**src/rtl/imem_pkg.sv**
```systemverilog
// imem_loader shared types and constants.
// Loader FSM state encoding plus image framing sizes.
package imem_pkg;

  typedef enum logic [2:0] {
    S_IDLE,
    S_LEN_HI,
    S_LEN_LO,
    S_DATA,
    S_WRITE,
    S_DONE,
    S_ERR
  } state_e;

  localparam int BYTES_PER_WORD = 4;
  localparam int LEN_BYTES      = 2;

endpackage

```
**src/rtl/imem_loader_byte_packer.sv**
```systemverilog
// Big-endian byte-to-word packer for the imem loader.
// Flags word_complete on the 4th accepted byte of a group.
module imem_loader_byte_packer
  import imem_pkg::*;
(
  input  logic        clk,
  input  logic        rst,
  input  logic        clr,
  input  logic        shift_en,
  input  logic [7:0]  in_data,
  output logic [31:0] word_next,
  output logic        word_complete
);

  logic [1:0]  idx_q, idx_d;
  logic [23:0] word_q, word_d;

  // next word/index; only the low three bytes need storing
  always_comb begin
    word_next     = {word_q, in_data};
    word_complete = shift_en &&
                    (idx_q == 2'(BYTES_PER_WORD - 1));
    idx_d         = idx_q;
    word_d        = word_q;
    if (clr) begin
      idx_d  = '0;
      word_d = '0;
    end else if (shift_en) begin
      idx_d  = idx_q + 2'd1;
      word_d = word_next[23:0];
    end
  end

  // shift register and byte counter
  always_ff @(posedge clk) begin
    if (rst) begin
      idx_q  <= '0;
      word_q <= '0;
    end else begin
      idx_q  <= idx_d;
      word_q <= word_d;
    end
  end

endmodule

```
**src/rtl/imem_loader.sv**
```systemverilog
// Instruction memory loader: byte stream to word writes.
// Holds the core in reset while a program image loads.
module imem_loader
  import imem_pkg::*;
#(
  parameter int          DEPTH     = 100,
  parameter logic [31:0] BASE_ADDR = 32'h0000_0000
) (
  input  logic        clk,
  input  logic        rst,
  input  logic        start,
  input  logic        in_valid,
  input  logic [7:0]  in_data,
  output logic        in_ready,
  output logic        mem_we,
  output logic [31:0] mem_addr,
  output logic [31:0] mem_wd,
  output logic        busy,
  output logic        done,
  output logic        err,
  output logic        cpu_hold,
  output logic [15:0] words_written
);

  localparam logic [15:0] DEPTH16 = 16'(DEPTH);

  state_e      state_q, state_d;
  logic [15:0] n_q, n_d;
  logic [15:0] ww_q, ww_d;
  logic        in_ready_q, in_ready_d;
  logic        mem_we_q, mem_we_d;
  logic [31:0] mem_addr_q, mem_addr_d;
  logic [31:0] mem_wd_q, mem_wd_d;
  logic        busy_q, busy_d;
  logic        done_q, done_d;
  logic        err_q, err_d;

  logic        accept;
  logic        pk_clr;
  logic        pk_shift;
  logic [31:0] word_next;
  logic        word_complete;
  logic [15:0] n_full;

  assign accept   = in_valid && in_ready_q;
  assign pk_shift = accept && (state_q == S_DATA);
  assign n_full   = {n_q[15:8], in_data};

  imem_loader_byte_packer u_packer (
    .clk           (clk),
    .rst           (rst),
    .clr           (pk_clr),
    .shift_en      (pk_shift),
    .in_data       (in_data),
    .word_next     (word_next),
    .word_complete (word_complete)
  );

  // next state, counters and write-port values
  always_comb begin
    state_d    = state_q;
    n_d        = n_q;
    ww_d       = ww_q;
    mem_addr_d = mem_addr_q;
    mem_wd_d   = mem_wd_q;
    pk_clr     = 1'b0;
    unique case (state_q)
      S_IDLE, S_DONE, S_ERR: begin
        if (start) begin
          state_d = S_LEN_HI;
          ww_d    = '0;
          pk_clr  = 1'b1;
        end
      end
      S_LEN_HI: begin
        if (accept) begin
          n_d[15:8] = in_data;
          state_d   = S_LEN_LO;
        end
      end
      S_LEN_LO: begin
        if (accept) begin
          n_d    = n_full;
          pk_clr = 1'b1;
          if (n_full == 16'd0)
            state_d = S_DONE;
          else if (n_full > DEPTH16)
            state_d = S_ERR;
          else
            state_d = S_DATA;
        end
      end
      S_DATA: begin
        if (word_complete) begin
          state_d    = S_WRITE;
          mem_addr_d = BASE_ADDR +
                       {14'd0, ww_q, 2'b00};
          mem_wd_d   = word_next;
        end
      end
      S_WRITE: begin
        ww_d    = ww_q + 16'd1;
        state_d = (ww_d == n_q) ? S_DONE : S_DATA;
      end
      default: state_d = S_IDLE;
    endcase
  end

  // registered status outputs decoded from next state
  always_comb begin
    in_ready_d = 1'b0;
    busy_d     = 1'b0;
    mem_we_d   = 1'b0;
    done_d     = 1'b0;
    err_d      = 1'b0;
    unique case (1'b1)
      state_d == S_LEN_HI,
      state_d == S_LEN_LO,
      state_d == S_DATA: begin
        in_ready_d = 1'b1;
        busy_d     = 1'b1;
      end
      state_d == S_WRITE: begin
        busy_d   = 1'b1;
        mem_we_d = 1'b1;
      end
      state_d == S_DONE: done_d = 1'b1;
      state_d == S_ERR:  err_d  = 1'b1;
      default: ;
    endcase
  end

  // loader FSM and registered outputs
  always_ff @(posedge clk) begin
    if (rst) begin
      state_q    <= S_IDLE;
      n_q        <= '0;
      ww_q       <= '0;
      in_ready_q <= 1'b0;
      mem_we_q   <= 1'b0;
      mem_addr_q <= '0;
      mem_wd_q   <= '0;
      busy_q     <= 1'b0;
      done_q     <= 1'b0;
      err_q      <= 1'b0;
    end else begin
      state_q    <= state_d;
      n_q        <= n_d;
      ww_q       <= ww_d;
      in_ready_q <= in_ready_d;
      mem_we_q   <= mem_we_d;
      mem_addr_q <= mem_addr_d;
      mem_wd_q   <= mem_wd_d;
      busy_q     <= busy_d;
      done_q     <= done_d;
      err_q      <= err_d;
    end
  end

  assign in_ready      = in_ready_q;
  assign mem_we        = mem_we_q;
  assign mem_addr      = mem_addr_q;
  assign mem_wd        = mem_wd_q;
  assign busy          = busy_q;
  assign cpu_hold      = busy_q;
  assign done          = done_q;
  assign err           = err_q;
  assign words_written = ww_q;

endmodule

```
**config.mk**
```make
export PLATFORM = sky130hd
export DESIGN_NAME = imem_loader
export DESIGN_NICKNAME = d
export VERILOG_FILES = /design/src/rtl/imem_pkg.sv /design/src/rtl/imem_loader_byte_packer.sv /design/src/rtl/imem_loader.sv
export SDC_FILE = /design/constraint.sdc
export NUM_CORES = 1
export LEC_CHECK = 0
export CAP_MARGIN = 20
export CORE_ASPECT_RATIO = 0.9
export CORE_MARGIN = 2
export CORE_UTILIZATION = 40
export CTS_BUF_LIST = sky130_fd_sc_hd__clkbuf_8
export DETAILED_ROUTE_END_ITERATION = 10
export SLEW_MARGIN = 20
export SYNTH_ARGS = -nofsm -noshare
export SYNTH_HDL_FRONTEND = slang
export SYNTH_SLANG_ARGS = --single-unit
```
**constraint.sdc**
```tcl
create_clock -name clk -period 3.2 [get_ports clk]
set_input_delay 0.64 -clock clk [delete_from_list [all_inputs] [get_ports clk]]
set_output_delay 0.64 -clock clk [all_outputs]
set_load 0.02 [all_outputs]
```
* Yosys cells after proc, flatten, opt, wreduce, memory -nomap -nowiden
Index checks and enable logic that the tools add are counted.
Storage, ports and cells: register bits after elaboration 114, input port bits 12, output and inout bits 86, logic and storage cells 66
Cells by class: add/sub/neg operators 2, magnitude comparators 1, equality and inequality tests 15, muxes and demuxes 20, bitwise logic cells 1, reductions and logical operators 14
Operators by type and width (count):
- $pmux W16 S2 | 1
- $mux W3 | 7
- $eq A3 B3 Y1 const B | 6
- $add A16 B1 Y16 const B | 1
- $eq A16 B16 Y1 | 1
- $gt A16 B7 Y1 const B | 1
- $logic_not A16 Y1 | 1
- $mux W16 | 1
- $pmux W8 S2 | 1
- $pmux W3 S5 | 1
- $eq A3 B2 Y1 const B | 4
- $mux W8 | 1
- $mux W1 | 7
- $eq A3 B1 Y1 const B | 2
- $reduce_and A2 Y1 | 3
- $reduce_or A3 Y1 | 2
- $reduce_or A4 Y1 | 1
- $logic_and A1 B1 Y1 | 3
- $logic_not A3 Y1 | 1
- $reduce_and A3 Y1 | 1
- $add A2 B1 Y2 const B | 1
- $eq A2 B2 Y1 const B | 1
- $ne A2 B2 Y1 const B | 1
- $pmux W1 S2 | 1
- other kinds (3) | 3

* Logic depth before layout (Yosys ltp)
depth in word-level cells 8, gate-level depth with buffers 9, depth with buffers taken out 7

* Modules after synthesis
Synthesis repeated with hierarchy kept, for this count alone.
Second synthesis, totals: cell total of the unflattened synthesis 621, area total of the unflattened synthesis 5152.4 um^2
By module, submodules not included:
- imem_loader | times used 1, cells an instance 526, area an instance 4112.7 um^2, sequential area each 1761.7 um^2
- imem_loader_byte_packer | times used 1, cells an instance 95, area an instance 1039.7 um^2, sequential area each 520.5 um^2

* Worst setup path before layout
No wires, ideal clock.
kind register to register, start register ww_q[0] (netlist: words_written[0]), end register state_q[1], library setup time 0.117 ns, data arrival time 2.319 ns, required time 3.083 ns, path slack 0.764 ns, cell stages (with the launch flop) 8, buffers on the path 0, clock period less this slack 2.436 ns, cells stage by stage dfxtp_1 -> ha_1 -> nand3_1 -> or4_4 -> xnor2_2 -> a2111oi_1 -> nand4_1 -> a22o_1
Between the ends: word-level cells in the longest chain between the ends 4
RTL lines:
- from (decl) | line imem_loader.sv:29 | logic [15:0] ww_q, ww_d;
- from (signal assigned) | line imem_loader.sv:149 | ww_q <= ww_d;
- $add A16 B1 Y16 | line imem_loader.sv:102 | ww_d = ww_q + 16'd1;
- $eq A16 B16 Y1 | line imem_loader.sv:103 | state_d = (ww_d == n_q) ? S_DONE : S_DATA;
- $mux W3 | line imem_loader.sv:103
- $pmux W3 S5 | line imem_loader.sv:67 | unique case (state_q)
- to (signal assigned) | line imem_loader.sv:147 | state_q <= state_d;
- to (decl) | line imem_loader.sv:27 | state_e state_q, state_d;
No other way between the ends. A chain may end at the register's enable or synchronous reset.

* Worst setup path in the final report
Ends and elaborated chain as after synthesis.

==> reports/results.ini <==
[status]
status=finished, final reports clean

[final_layout]
mostFrequentLayoutCell=nand2_1
fillCellCount=1236
postLayoutCellArea_sq_um=6370
fin_nets=725
area_growth_pct=24.2
drive_above_1_share_pct=8.73
final_cell_mix=nand2_1 (175), dfxtp_1 (114), a21oi_1 (102)
fin_cells=886
diodes=0

[cts]
clkSlewWorstSetupHoldPaths_ns=0.07
holdBufCountCts=0
ctsResizeCount=0
clock_latency_ns=0.43
cts_max_level=4
cts_made_buffers=17
cts.sinks=114
cts_setup_buffers=0
cts_buffer_depth=2
root_buffer=clkbuf_8
tritoncts=done

[detailed_routing]
wl_per_cell_um=15.0
dr.first_iter.drc_count=288
vias_per_cell=5.11
firstDrtPassIters=5
drc=0
ant_nets=0
routed_wl_mm=13.3
via_count=4524

[floorplanning]
die_h_um=111
start_util_pct=40.8
die_x_um=123
ioPinCount=98
fp-row-count=39
design.core.area_sq_um=12600
dieArea_sq_um=13800

[flow_run]
max_cap_viol_count=0

[power]
peakVddDrop_mv=0.256
power_uw=2990
power.density_nw_per_um2=469
p_leak_uw=0.00223

[critical_path]
path_class=reg2reg
cp_max_fo=7
start_kind=flop
cp-end-kind=flop
arrival_ns=3.26
r2r_end=state_q[1]$_SDFF_PP0_
r2r_slack_ns=0.27
rr_worst_depth=7
cp.required_ns=3.53
r2r-start=words_written[0]$_SDFFE_PP0P_

[global_routing]
grt_max_degree=56
grt_use_total_pct=20.0
grt_pass1_vias=4309
grt_antenna_before_repair=0
overflow=0
grt_first_pass_wirelength_mm=21.8

[yosys]
avgSynthCellArea_sq_um=7.98
yosysSeqAreaShare_pct=44.5
ys_seq_elements=114
synth.area.top_cells=dfxtp_1 (44%), nand2_1 (13%), a21oi_1 (9.9%)
synth_ff_type=dfxtp_1
synth_top_area_share_pct=44.5
ys_warn_count=0
yosysTopAreaCell=dfxtp_1
synth_cell_types=65
synthCells=643
synth_edf_count=0
async_reset_ff_share_pct=0
mappedNetlistArea_sq_um=5130

[placed_design]
dp_hpwl_mm=9.31
post_dp_cell_area_sq_um=5970
portBuffers=81
routabilityCongestion=0.883
dp_slack_ns=0.344
dpl.cell_count=856

[worst_hold_path]
hold_class=reg2reg
hp-start=mem_wd[4]$_SDFFE_PP0P_
hold_depth=2
hold_path_end=mem_wd[4]$_SDFFE_PP0P_

[timing]
fin_setup_tns_ns=0
finalCriticalPeriod_ns=2.93
setup_slack_ns=0.273
hold_viol_final=0
rsz0062_at_grt=no
slew_viol_final=0
finalSetupViolCount=0
relSlewSlack_pct=54.8
fmaxAchievable_mhz=342
finClkSkew_ns=0.0139
tightest_slew_ns=0.679
fin_crit_sh_pct=91.5

-- cell usage after synthesis (all sizes together), types with 8 or more instances --
cell,number
a21oi,102
buf,37
clkbuf,24
dfxtp,114
mux2i,8
nand2,176
nand2b,8
nand3,15
nor2,33
nor3,15
o21ai,15
xnor2,16
-- layer usage --
layer  GRT usage (%)  wire length, um  vias up
li1                -                -     2265
met1            28.0             6390     2119
met2            30.2             6010      131
met3            5.69              768        9
met4            5.00              105        0
met5               0                0        -
-- kinds of logic (layout without fill, tap and decap cells) --
logic type      count (synthesis)  in the layout  share of synthesized area (%)
mux                             8              8                           1.56
other cells                     1             16                         0.0730
flops                         114            114                           44.5
buf+inv                        66            130                           7.26
compound gates                146            146                           16.7
fa+ha+maj                       2              2                          0.487
simple gates                  285            285                           25.7
xor+xnor                       21             21                           3.73
-- per-stage QoR --
stage                     util (%)  hold slack (ns)
after floorplan                  -            0.432
after global placement        47.4            0.441
after detailed placement      47.4            0.448
after CTS                     50.6            0.457
after global routing          50.6            0.475
final                         50.6            0.452
-- flip-flops by register name, summed over array words and instances (netlist names) --
signal and cells:
busy 1, done 1, err 1, in_ready 1
mem_addr 16, mem_wd 32, mem_we 1, n_q 16
state_q 3, u_packer.idx_q 2, u_packer.word_q 24, words_written 16
-- how the worst max path moves through the flow --
stage / from / to / slack [ns] / cells after the start
final: words_written[0]$_SDFFE_PP0P_ / state_q[1]$_SDFF_PP0_ / 0.27 / 7
after global routing: words_written[0]$_SDFFE_PP0P_ / done$_SDFF_PP0_ / 0.15 / 7
after CTS: words_written[0]$_SDFFE_PP0P_ / state_q[1]$_SDFF_PP0_ / 0.33 / 7
after detailed placement: words_written[0]$_SDFFE_PP0P_ / state_q[1]$_SDFF_PP0_ / 0.34 / 7
after global placement: words_written[0]$_SDFFE_PP0P_ / state_q[1]$_SDFF_PP0_ / 0.39 / 7
after floorplan: words_written[0]$_SDFFE_PP0P_ / state_q[1]$_SDFF_PP0_ / 0.76 / 7
-- power by group --
group | internal (uW) | switching [uW]
Clock | 828 | 578
Sequential | 1430 | 9.37
Combinational | 49.5 | 96.4
-- worst max-delay path, cell delays in order (launching register included) --
cell and delay, ns:
dfxtp_1 0.51, ha_1 0.31, nand3_1 0.23, or4_4 0.53
xnor2_2 0.18, a2111oi_1 0.47, nand4_1 0.33, a22o_1 0.27
-- layout make-up --
type / instances / area (sq um) / share of cell area, %
clock inverters: 13 / 171 / 2.69
multi-input cells: 478 / 2540 / 39.8
inverters: 5 / 18.8 / 0.294
repair buffers: 95 / 923 / 14.5
flip-flops and latches: 114 / 2280 / 35.8
well taps: 164 / 205 / 3.22
clock buffers: 17 / 234 / 3.67
Power figures use the tool's default switching activity.
